$ cat config.mk
export PLATFORM = sky130hd
export DESIGN_NAME = wb_cmd_master
export DESIGN_NICKNAME = d
export VERILOG_FILES = /design/src/rtl/wb_cmd_master.sv
export SDC_FILE = /design/constraint.sdc
export NUM_CORES = 1
export LEC_CHECK = 0
export CORE_ASPECT_RATIO = 0.5
export CORE_MARGIN = 1
export CORE_UTILIZATION = 45
export CTS_BUF_LIST = sky130_fd_sc_hd__clkbuf_8
export DETAILED_ROUTE_END_ITERATION = 8
export PLACE_DENSITY = 0.87
export SETUP_SLACK_MARGIN = 0.3
export SLEW_MARGIN = 20
export SYNTH_ARGS = -nofsm -noshare
export SYNTH_HDL_FRONTEND = slang
export SYNTH_SLANG_ARGS = --single-unit
$ cat constraint.sdc
create_clock -name clk_i -period 5 [get_ports clk_i]
set_input_delay 1 -clock clk_i [delete_from_list [all_inputs] [get_ports clk_i]]
set_output_delay 1 -clock clk_i [all_outputs]
set_load 0.1 [all_outputs]
$ cat src/rtl/wb_cmd_master.sv
// Command/response to Wishbone B4 classic single-transfer master.
// One transfer in flight at a time; bus hangs are cut off by an optional timeout.
module wb_cmd_master #(
   parameter int ADDR_WIDTH = 32,
   parameter int DATA_WIDTH = 32,
   parameter int TIMEOUT    = 255
) (
   input  logic                    clk_i,
   input  logic                    rst_i,
   input  logic                    cmd_valid_i,
   output logic                    cmd_ready_o,
   input  logic                    cmd_we_i,
   input  logic [ADDR_WIDTH-1:0]   cmd_adr_i,
   input  logic [DATA_WIDTH-1:0]   cmd_dat_i,
   input  logic [DATA_WIDTH/8-1:0] cmd_sel_i,
   output logic                    rsp_valid_o,
   input  logic                    rsp_ready_i,
   output logic [DATA_WIDTH-1:0]   rsp_dat_o,
   output logic                    rsp_err_o,
   output logic                    rsp_timeout_o,
   output logic                    cyc_o,
   output logic                    stb_o,
   output logic                    we_o,
   output logic [ADDR_WIDTH-1:0]   adr_o,
   output logic [DATA_WIDTH-1:0]   dat_o,
   output logic [DATA_WIDTH/8-1:0] sel_o,
   input  logic [DATA_WIDTH-1:0]   dat_i,
   input  logic                    ack_i,
   input  logic                    err_i
);

   // A zero TIMEOUT still needs a 1-bit counter so the declaration stays legal.
   localparam int CNT_W = (TIMEOUT > 0) ? $clog2(TIMEOUT + 1) : 1;
   localparam logic [CNT_W-1:0] CNT_LIMIT = CNT_W'(TIMEOUT);
   localparam logic [CNT_W-1:0] CNT_MAX   = '1;

   typedef enum logic [1:0] {
      IDLE = 2'd0,
      BUS  = 2'd1,
      RESP = 2'd2
   } state_t;

   state_t           state_reg;
   logic [CNT_W-1:0] cnt_reg;

   assign cmd_ready_o = (state_reg == IDLE) && !rst_i;

   always_ff @(posedge clk_i) begin
      if (rst_i) begin
         state_reg     <= IDLE;
         cnt_reg       <= '0;
         cyc_o         <= 1'b0;
         stb_o         <= 1'b0;
         we_o          <= 1'b0;
         adr_o         <= '0;
         dat_o         <= '0;
         sel_o         <= '0;
         rsp_valid_o   <= 1'b0;
         rsp_err_o     <= 1'b0;
         rsp_timeout_o <= 1'b0;
         rsp_dat_o     <= '0;
      end else begin
         case (state_reg)
            IDLE: begin
               if (cmd_valid_i) begin
                  we_o      <= cmd_we_i;
                  adr_o     <= cmd_adr_i;
                  dat_o     <= cmd_dat_i;
                  sel_o     <= cmd_sel_i;
                  cyc_o     <= 1'b1;
                  stb_o     <= 1'b1;
                  cnt_reg   <= '0;
                  state_reg <= BUS;
               end
            end
            BUS: begin
               // Priority: err over ack, any bus response over the timeout.
               if (err_i) begin
                  cyc_o         <= 1'b0;
                  stb_o         <= 1'b0;
                  rsp_valid_o   <= 1'b1;
                  rsp_err_o     <= 1'b1;
                  rsp_timeout_o <= 1'b0;
                  rsp_dat_o     <= '0;
                  state_reg     <= RESP;
               end else if (ack_i) begin
                  cyc_o         <= 1'b0;
                  stb_o         <= 1'b0;
                  rsp_valid_o   <= 1'b1;
                  rsp_err_o     <= 1'b0;
                  rsp_timeout_o <= 1'b0;
                  rsp_dat_o     <= we_o ? '0 : dat_i;
                  state_reg     <= RESP;
               end else if ((TIMEOUT != 0) && (cnt_reg == CNT_LIMIT)) begin
                  cyc_o         <= 1'b0;
                  stb_o         <= 1'b0;
                  rsp_valid_o   <= 1'b1;
                  rsp_err_o     <= 1'b1;
                  rsp_timeout_o <= 1'b1;
                  rsp_dat_o     <= '0;
                  state_reg     <= RESP;
               end else if (cnt_reg != CNT_MAX) begin
                  cnt_reg <= cnt_reg + CNT_W'(1);
               end
            end
            RESP: begin
               if (rsp_ready_i) begin
                  rsp_valid_o <= 1'b0;
                  state_reg   <= IDLE;
               end
            end
            default: state_reg <= IDLE;
         endcase
      end
   end

endmodule

==> summary.txt <==
Run status
  • Status: finished clean

Clock network
  • Post-CTS Setup Bufs: 0
  • Hold_buf cts: 0
  • Clk_lat worst skew: 0.42 ns
  • Post-cts resize count: 0
  • Clock root buffer: clkbuf_8
  • TritonCTS clock tree: yes
  • Reg clk slew, reported paths: 0.07 ns
  • H-tree levels: 4
  • CTS max path bufs: 2
  • TritonCTS Sinks: 115
  • CTS Buf Count: 17

Timing
  • Clock Skew: 0.00889 ns
  • Setup WS post-layout: 2.01 ns
  • Tightest Pin Transition: 1.08 ns
  • Setup violators final: 0
  • Max_slew headroom: 0.278
  • Fmax: 0.334 GHz
  • TNS Setup: 0 ns
  • Fin. Hold Viols: 0
  • Unrepaired setup endpoints after global routing: no
  • Fin crit period: 2.99 ns
  • Final Slew Violations: 0
  • Fin crit share: 0.599

Setup path
  • Critical Path Max Stage Delay: 1.19 ns
  • Reg2reg start: cnt_reg[0]$_SDFFE_PP0P_
  • Critical path's slowest cell: clkdlybuf4s50_1
  • WS Path Type: flop to output port
  • CP top delay family: buffers and inverters
  • WP depth: 1
  • Crit. End Element: output port
  • Worst Path Arrival: 1.99 ns
  • Crit-path max FO: 3
  • Worst R2R Path Depth: 5
  • Crit path from: we_o$_SDFFE_PP0P_
  • WP data required: 4.00 ns
  • Worst Setup Start Kind: flop
  • Buf/Inv on CP: 1
  • CP cell instances: clkdlybuf4s50_1

Detailed routing
  • Post-Route WL: 13100 um
  • DR vias: 4650
  • DRT iter0 DRCs: 261
  • Post-DR vias/cell: 5.04
  • Drt drc: 0
  • Drt first pass iters: 5
  • Drt wl/cell: 14.2 um
  • DRT antenna net count: 0

Synth
  • Synthesized instance count: 582
  • Asr flop ratio synth: 0
  • Yosys top cell area share: 0.510
  • Mapped Nets: 693
  • EDFF count, synth: 0
  • Mean area per synthesized cell: 7.75 um^2
  • Synth area leaders: dfxtp_1 51%, nand2_1 15%, a21oi_1 8.5%, o21ai_1 6.0%, nor2b_1 4.7%
  • Largest area contributor in the synthesized netlist: dfxtp_1
  • Syn Std Cell Area: 0.00451 mm^2
  • Register bit count reported by yosys: 115
  • Post-synth cell types: 36
  • Top_reg_cell synth: dfxtp_1
  • Yosys warns: 0
  • Post-synthesis sequential area ratio: 0.510

GRT
  • First-pass GRT wire length: 19800 um
  • Met1 Use GR: 0.281
  • Total global routing overflow: 0
  • Largest net degree at the start of global routing: 80
  • Antenna violations before repair: 0
  • Vias in the first global route: 4178
  • Grt met2 use: 0.422
  • Busiest grt layer: met2
  • GRT Total Usage: 0.243
  • Routing usage on met3: 0.0597

Floorplanning
  • Site Rows: 25
  • Initial Util: 0.470
  • Full die area: 0.0105 mm^2
  • # IOs: 214
  • Die Span X: 144 um
  • Height of the die: 72.8 um
  • Core area: 0.00960 mm^2

Final layout
  • Top flop regs: adr_o (32), dat_o (32), rsp_dat_o (32)
  • Layout cells sized above 1: 0.0546
  • Synth-to-layout area growth: 56.3%
  • Nets: 885
  • # fillers: 708
  • Finished Layout Cells: 922
  • Register area: 0.00230 mm^2
  • Multi-input logic area: 0.00203 mm^2
  • N_diodes: 0

Min path
  • WHS Path Cells: 2
  • HP Class: flop to flop
  • Hold_sp: dat_o[2]$_SDFFE_PP0P_

Flow run
  • Max-cap violations: 0

Placed design
  • Dpl cells: 890
  • # port buffers: 213
  • Post-detail-place hpwl: 8700 um
  • Placement Setup Slack: 1.61 ns
  • GPL Wtd Cong: 0.806

Pwr
  • Worst vdd ir: 0.000296 V
  • Leak: 2.51 nW
  • Power per cell area: 514 mW/mm^2
cell usage after synthesis (2+ instances only):
cell and number:
nand3_1 5, nor2_1 3, or3_1 2, a21oi_1 77
o21ai_1 54, nand2b_1 2, o21a_1 3, a211oi_1 3
nand4_1 3, nor2b_1 34, buf_1 8, ha_1 4
inv_1 5, a31oi_1 5, dfxtp_1 115, o21ai_0 19
or4_1 4, nand2_1 184, clkbuf_1 35
path summary, 6_finish.rpt:
path | to | slack [ns]
worst max register to register | rsp_dat_o[29]$_SDFFE_PP0P_ | 2.16
worst min register to register | dat_o[2]$_SDFFE_PP0P_ | 0.45
worst max-delay path | we_o | 2.01
worst min-delay path | dat_o[2]$_SDFFE_PP0P_ | 0.45
stage by stage:
stage	area, um^2	power [mW]	util	hold WS, ns
4_1_cts	7060	3.64	0.735	0.454
3_5_place_dp	6690	2.83	0.696	0.446
6_report	7060	3.63	0.735	0.453
3_3_place_gp	6690	2.80	0.696	0.441
5_1_grt	7060	3.77	0.735	0.476
2_1_floorplan	4510	2.40	-	0.479
cell families (layout without fill, tap and decap cells):
kind of cell               Yosys count  in the layout  share of synthesized area
and+or+nand+nor                    243            243                      0.235
muxes                                2              2                    0.00499
adders and majority gates            4              4                     0.0111
AOI/OAI and AO/OA                  167            167                      0.195
buffers and inverters               51            256                     0.0435
DFF                                115            115                      0.510
per-layer routing:
layer / routed length (um) / share of wire
met1: 5490 / 0.42
met2: 6520 / 0.50
met3: 760 / 0.058
met4: 321 / 0.025
met5: 0 / 0
cells in the final DEF (no fill, tap or decap), drive strengths merged, types with 5 or more instances in the layout:
master	count
inv	9
clkbuf	18
a21oi	77
dfxtp	115
nand3	5
clkdlybuf4s50	211
clkinv	8
o21ai	73
nor2b	34
buf	7
nand2	184
a31oi	5
layout make-up:
type                       instances  share of cell area
clock inverter                    14              0.0174
tap                              135              0.0239
sequential                       115               0.326
timing repair buffer             218               0.307
clock buffer                      18              0.0351
inverter                           6             0.00319
multi-input combinational        416               0.287
power breakdown:
| part | total, mW | internal, mW | switching (mW) |
|---|---|---|---|
| combinational | 1.71 | 0.398 | 1.31 |
| clock | 0.816 | 0.444 | 0.372 |
| sequential | 1.10 | 1.04 | 0.0634 |
(Power assumes the default switching activity.)
